## config.mk

```make
export PLATFORM = sky130hd
export DESIGN_NAME = sar_conv_ctrl
export DESIGN_NICKNAME = d
export VERILOG_FILES = /design/src/rtl/sar_pkg.sv /design/src/rtl/sar_result_reg.sv /design/src/rtl/sar_conv_ctrl.sv
export SDC_FILE = /design/constraint.sdc
export NUM_CORES = 1
export LEC_CHECK = 0
export ABC_CLOCK_PERIOD_IN_PS = 2400
export CAP_MARGIN = 20
export CORE_MARGIN = 3
export CORE_UTILIZATION = 52
export CTS_CLUSTER_SIZE = 12
export DETAILED_ROUTE_END_ITERATION = 16
export GPL_TIMING_DRIVEN = 0
export PLACE_DENSITY = 0.82
export SLEW_MARGIN = 20
export SYNTH_ARGS = -nofsm -noshare
export SYNTH_HDL_FRONTEND = slang
export SYNTH_SLANG_ARGS = --single-unit
```

## constraint.sdc

```tcl
create_clock -name clk -period 2.4 [get_ports clk]
set_input_delay 0.24 -clock clk [delete_from_list [all_inputs] [get_ports clk]]
set_output_delay 0.24 -clock clk [all_outputs]
set_load 0.01 [all_outputs]
```

## src/rtl/sar_pkg.sv

```systemverilog
// Shared definitions for the SAR conversion controller slice.
package sar_pkg;

    localparam int unsigned SAR_WIDTH   = 16;
    localparam int unsigned CONV_CYCLES = SAR_WIDTH;

    typedef enum logic [1:0] {
        IDLE    = 2'd0,
        TRACK   = 2'd1,
        CONVERT = 2'd2,
        CAPTURE = 2'd3
    } sar_state_t;

endpackage

```

## src/rtl/sar_result_reg.sv

```systemverilog
// Single-entry valid/ready result register. A new capture always wins;
// overwriting an unconsumed code raises a one-cycle overrun pulse.
module sar_result_reg
    import sar_pkg::*;
#(
    parameter int unsigned WIDTH = SAR_WIDTH
) (
    input  logic             clk,
    input  logic             rst,
    input  logic             capture,
    input  logic [WIDTH-1:0] capture_data,
    input  logic             result_ready,
    output logic [WIDTH-1:0] result,
    output logic             result_valid,
    output logic             overrun
);

    // Capture has priority over consumption; a same-edge consume of the old
    // code keeps valid high and suppresses the overrun pulse.
    always_ff @(posedge clk or posedge rst) begin
        if (rst) begin
            result       <= '0;
            result_valid <= 1'b0;
            overrun      <= 1'b0;
        end else begin
            overrun <= 1'b0;
            if (capture) begin
                result       <= capture_data;
                result_valid <= 1'b1;
                overrun      <= result_valid & ~result_ready;
            end else if (result_valid && result_ready) begin
                result_valid <= 1'b0;
            end
        end
    end

endmodule

```

## src/rtl/sar_conv_ctrl.sv

```systemverilog
// Conversion sequencer and comparator wrapped around the SAR register:
// tracks/holds the input code, drives the SAR clear, times the bit
// decisions and hands the final code to the result register.
module sar_conv_ctrl
    import sar_pkg::*;
#(
    parameter int unsigned WIDTH         = SAR_WIDTH,
    parameter int unsigned SETTLE_CYCLES = 2
) (
    input  logic             clk,
    input  logic             rst,
    input  logic             start,
    input  logic             abort,
    input  logic [WIDTH-1:0] sample_in,
    input  logic [WIDTH-1:0] sar_value,
    output logic             comparator_out,
    output logic             sar_clear,
    output logic             busy,
    output logic [WIDTH-1:0] result,
    output logic             result_valid,
    input  logic             result_ready,
    output logic             overrun
);

    localparam int unsigned TCW = (SETTLE_CYCLES > 1) ? $clog2(SETTLE_CYCLES) : 1;
    localparam int unsigned BCW = (WIDTH > 1) ? $clog2(WIDTH) : 1;
    localparam logic [TCW-1:0] TRACK_LAST = TCW'(SETTLE_CYCLES - 1);
    localparam logic [BCW-1:0] BIT_LAST   = BCW'(WIDTH - 1);

    sar_state_t       state, state_d;
    logic [TCW-1:0]   tcnt, tcnt_d;
    logic [BCW-1:0]   bcnt, bcnt_d;
    logic [WIDTH-1:0] held, held_d;
    logic             sar_clear_d;
    logic             capture;

    // State, counters, held sample and the registered SAR clear.
    always_ff @(posedge clk or posedge rst) begin
        if (rst) begin
            state     <= IDLE;
            tcnt      <= '0;
            bcnt      <= '0;
            held      <= '0;
            sar_clear <= 1'b1;
        end else begin
            state     <= state_d;
            tcnt      <= tcnt_d;
            bcnt      <= bcnt_d;
            held      <= held_d;
            sar_clear <= sar_clear_d;
        end
    end

    // Next-state logic; abort overrides both the TRACK load and the capture.
    always_comb begin
        state_d     = state;
        tcnt_d      = tcnt;
        bcnt_d      = bcnt;
        held_d      = held;
        sar_clear_d = sar_clear;
        capture     = 1'b0;
        case (state)
            IDLE: begin
                sar_clear_d = 1'b1;
                if (start) begin
                    state_d = TRACK;
                    tcnt_d  = '0;
                end
            end
            TRACK: begin
                if (abort) begin
                    state_d     = IDLE;
                    sar_clear_d = 1'b1;
                end else begin
                    held_d = sample_in;
                    if (tcnt == TRACK_LAST) begin
                        state_d     = CONVERT;
                        sar_clear_d = 1'b0;
                        bcnt_d      = '0;
                    end else begin
                        tcnt_d = tcnt + 1'b1;
                    end
                end
            end
            CONVERT: begin
                if (abort) begin
                    state_d     = IDLE;
                    sar_clear_d = 1'b1;
                end else if (bcnt == BIT_LAST) begin
                    state_d = CAPTURE;
                end else begin
                    bcnt_d = bcnt + 1'b1;
                end
            end
            CAPTURE: begin
                state_d     = IDLE;
                sar_clear_d = 1'b1;
                capture     = ~abort;
            end
            default: begin
                state_d     = IDLE;
                sar_clear_d = 1'b1;
            end
        endcase
    end

    assign busy           = (state != IDLE);
    assign comparator_out = (held >= sar_value);

    sar_result_reg #(
        .WIDTH(WIDTH)
    ) u_result_reg (
        .clk          (clk),
        .rst          (rst),
        .capture      (capture),
        .capture_data (sar_value),
        .result_ready (result_ready),
        .result       (result),
        .result_valid (result_valid),
        .overrun      (overrun)
    );

endmodule

```

== After elaboration in Yosys (flattened, before gate mapping) ==
Index checks and enable logic that the tools add are counted.

* Output and inout port bits: 21
* Bits in registers: 42

* Add/sub/neg operators: 2
* Reduce and logical (&&, ||, !) cells: 12
* Eq/ne operators: 12
* $lt $le $gt $ge: 1
* Bitwise logic cells: 3
* Mux-type cells: 23

{| class="wikitable"
|+ Operators with widths
! operator !! number
|-
| greater-or-equal comparator 16 bit || 1
|-
| two-way mux 4 bit || 4
|-
| != test 2 bit, second input constant || 6
|-
| two-way mux 1 bit || 10
|-
| two-way mux 2 bit || 5
|-
| one-hot mux 2 bit (4 select lines) || 1
|-
| one-hot mux 4 bit (2 select lines) || 1
|-
| nonzero test 2 bit || 4
|-
| != test 3 bit, second input constant || 2
|-
| AND reduction 3 bit || 2
|-
| AND reduction 5 bit || 1
|-
| adder 4 x 1 -> 4 bit, second input constant || 1
|-
| equality test 2 bit, second input constant || 2
|-
| equality test 4 bit, second input constant || 1
|-
| AND reduction 2 bit || 2
|-
| one-hot mux 1 bit (3 select lines) || 1
|-
| equality test 2 x 1 -> 1 bit, second input constant || 1
|-
| logical NOT 2 bit || 1
|-
| NOT 1 bit || 2
|-
| one-hot mux 1 bit (2 select lines) || 1
|-
| OR reduction 2 bit || 1
|-
| adder 1 bit, second input constant || 1
|-
| AND 1 bit || 1
|-
| logical AND 1 bit || 1
|}

== Longest topological paths before layout ==
* Depth in word-level cells: 4
* Depth in mapped cells: 6
* Mapped depth without buffers: 6

== Cells and area by module ==
A second synthesis with hierarchy kept.

* Cell total of the unflattened synthesis: 180
* Area, all modules: 2,193.4 um^2

{| class="wikitable"
|+ Modules (own cells, without submodules)
! module !! area each (um^2) !! cells an instance !! times used
|-
| sar_conv_ctrl || 1,477.7 || 140 || 1
|-
| sar_result_reg || 715.7 || 40 || 1
|}

== Worst setup path before layout ==
Ideal clock, no wire load.

* Path type: flip-flop to output port
* Start: register held[0]
* End: output port comparator_out
* Arrival time: 1.363 ns
* Data required time: 2.160 ns
* Stages on the path, launching flop included: 7
* Slack: 0.797 ns
* Cell sequence: dfrtp_1 -> inv_1 -> ha_1 -> nand2b_1 -> a2111o_1 -> o211ai_1 -> o211ai_1

* Word-level cells in the longest chain between the ends: 1

{| class="wikitable"
|+ RTL lines
! what !! RTL line !! source
|-
| start, declared || sar_conv_ctrl.sv:33 || <nowiki>logic [WIDTH-1:0] held, held_d;</nowiki>
|-
| start signal, assigned || sar_conv_ctrl.sv:49 || <nowiki>held <= held_d;</nowiki>
|-
| greater-or-equal comparator 16 bit || sar_conv_ctrl.sv:108 || <nowiki>assign comparator_out = (held >= sar_value);</nowiki>
|-
| end, declared || sar_conv_ctrl.sv:16 || <nowiki>output logic comparator_out,</nowiki>
|}

Every way passes these cells.

== Worst setup path in the final report ==
* Start: input port sar_value[11]
* End: output port comparator_out

* Word-level cells in the longest chain between the ends: 1

{| class="wikitable"
|+ RTL lines
! what !! RTL line !! source
|-
| start, declared || sar_conv_ctrl.sv:15 || <nowiki>input logic [WIDTH-1:0] sar_value,</nowiki>
|-
| greater-or-equal comparator 16 bit || sar_conv_ctrl.sv:108 ||
|}

Every way passes these cells.

==> impl_results.md <==
* First-pass iteration count of the detailed router at 4
* RSZ-0062 raised after global routing: false
* Avg Cell Area, Syn at 11.18 sq um
* LEAKAGE at about 0.0013 uW
* Count leader, synth: dfrtp_1
* Tmin final at 2.245 ns
* Pre-CTS WS at -0.3411 ns
* CP Class: input port to primary output
* Total negative slack at 0 ns
* Worst-path cell chain: clkdlybuf4s50_1, inv_1, ha_1, nand4_1, nor4_2, o211ai_1, o211ai_1, clkbuf_2
* Tot GR Track Use at 0.1916
* Die area at 0.004913 sq mm
* CP max stage delay at 0.46 ns
* Largest net degree at the start of global routing at 30
* Area Growth Syn to Fin at 34.80%
* Area contributors post-synth: dfrtp_1 (48%), ha_1 (10%), mux2_4 (5.6%)
* Longest Clk Path Bufs at 2
* Initial core utilization at 0.5623
* CP max FO at 3
* Maxcap violations at 0
* Core area at 0.003799 sq mm
* CP Launch Type: input port
* Hold_buf cts at 0
* Maximum clock rate at 445.5 MHz
* Critical Path RT at 2.16 ns
* Total routed wirelength at 4.446 mm
* Worst setup margin at 0.1552 ns
* CP max-delay cell: clkdlybuf4s50_1
* Routed len/inst at 14.58 microns
* Setup violations, final at 0
* Synth cell types at 41
* Yosys warnings at 0
* Vias per cell at 5.230
* Nets at 310
* Diode count at 0
* CTS tree: done
* Slew headroom at 0.7332
* Ys async rst share at 1.000
* CP Capture Type: primary output
* Placer Congestion at 0.8079
* Routed via count at 1595
* RR Startpoint: state[0]
* Layout cells sized above 1 at 0.1556
* Chip width at between 70 and 80 microns
* Final Hold Viols at 0
* GRT Residual Overflow at 0
* Number of flops mapped to enable cells by yosys at 0
* Post-synthesis sequential area ratio at 0.4927
* Commonest cells in the netlist: dfrtp_1 (41), nand2_1 (24), o21ai_0 (23)
* Hold Crit Class: input port to async pin
* Final Max Slew Viols at 0
* Top cell type by total area after synthesis: dfrtp_1
* CP startpoint: sar_value[11]
* Num CTS Buffers at 5
* Post-Syn Area at approximately 0.0021 sq mm
* ANT nets after route at 0
* Delay-heaviest family, CP: buffers and inverters
* Post-route cell area at around 0.0029 sq mm
* Area after DPL at between 0.002 and 0.003 sq mm
* Status: finished, final reports clean
* First DRT Iteration DRCs at 83
* Setup Buffers After CTS at 0
* Sink Count at 42
* Power Density at 1041 mW/mm^2
* Worst skew pair latency at 0.30 ns
* Mapped Cells at 191
* Top cell type's share of synthesized area at 0.4804
* H-tree depth at 2
* Crit path arrival time at 2.00 ns
* Global-route wire length before repair at 7.376 mm
* Drt drc at 0
* Flop2flop setup slack at 0.96 ns
* R2R cell count at 4
* Total power at 2997 uW
* Register bit total from synthesis at 42
* DIE HEIGHT at 70.09 microns
* I/O pins at 58
* R2r endpoint: held[7]
* Syn nets at 245
* CP most frequent cell: o211ai_1
* Slew @ Worst Pin at 0.4002 ns
* Cell Rows at 22
* Buf/Inv on CP at 3
* Port buffer count at 57
* Detailed placement HPWL at 3.501 mm
* CTS Root Buffer Type: clkbuf_8
* Worst vdd ir at 0.5814 mV
* Crit share post-route at 0.9353
* Top FF cell, synth: dfrtp_1
* Clk pin slew, worst setup/hold paths at 0.08 ns
* Initial antenna violation count at 0
* Setup Skew at around 0.011 ns
* Vias in the first global route at 1576
where the power goes:
| group | leakage (uW) | switching, uW | total [uW] | internal, uW |
|---|---|---|---|---|
| sequential | 0.000525 | 191 | 1200 | 1010 |
| combinational | 0.000768 | 572 | 1330 | 756 |
| clock | 0.0000482 | 236 | 468 | 232 |
| total | 0.00134 | 999 | 3000 | 2000 |
cells by family (layout without fill, tap and decap cells):
kind of cell	after synthesis	after routing	synth area share
AOI/OAI and AO/OA	46	46	0.1418
adders and majority gates	17	17	0.09959
buffers and inverters	26	92	0.05741
DFF	42	42	0.4927
muxes	16	16	0.09842
and+or+nand+nor	44	44	0.1101
timing repair:
item | 4_1_cts | 5_1_grt
gates resized for setup | 2 | 2
endpoints found under the setup margin | 1 | 1
pin swaps | 1 | 3
area by class of cell:
cell class	count	area, sq um
Clock inverter	1	5.005
Clock buffer	7	86.33
Timing Repair Buffer	58	585.6
Multi-Input combinational cell	123	967.2
Fill cell	289	919.6
Sequential cell	42	1052
Buffer	5	43.79
Tap cell	48	60.06
Inverter	21	78.83
state kept, by name, indices dropped and copies added (netlist names):
name and cells:
sar_clear 1, held 16, u_result_reg.result 16, state 2
u_result_reg.overrun 1, tcnt 1, bcnt 4, u_result_reg.result_valid 1
routing by layer:
| layer | vias to the layer above | global-route usage | routed length [microns] |
|---|---|---|---|
| met3 | 5 | 0.05755 | 215 |
| met4 | 0 | 0.07021 | 62 |
| met2 | 42 | 0.3200 | 2237 |
| li1 | 790 | - | - |
| met5 | - | 0 | 0 |
| met1 | 758 | 0.2333 | 1930 |
cells in the final DEF, fill, tap and decap left out, types with 2 or more instances in the layout:
cell,netlist,routed
clkdlybuf4s50_1,0,56
dfrtp_1,41,41
nand2_1,24,24
o21ai_0,23,23
inv_1,21,20
ha_1,17,17
a21oi_1,8,8
mux2_4,8,8
mux2_2,8,8
clkbuf_8,0,6
nor2_1,4,4
clkbuf_1,2,3
nand2b_1,3,3
buf_12,1,2
nand4_1,2,2
o211ai_1,2,2
worst register-to-register path, delay by kind of cell (launching register included):
kind	cells	cell delay, ns
flip-flops	1	0.49
multiplexers	1	0.31
AND/OR/NAND/NOR	2	0.35
buffers and inverters	1	0.18
through the flow:
stage	instances	utilization	hold WS, ns
final	305	0.7579	0.2009
after global routing	305	0.7579	0.2406
after CTS	305	0.7589	0.2080
after detailed placement	297	0.7335	0.4690
after global placement	296	0.7283	0.4604
after floorplan	191	-	0.3031
worst max path at each step:
stage                                end  cells past startpoint
final                     comparator_out                      8
after global routing      comparator_out                      8
after CTS                 comparator_out                      8
after detailed placement  comparator_out                      8
after global placement    comparator_out                      8
after floorplan           comparator_out                      6
No activity file was read; power rests on OpenSTA's default activity.
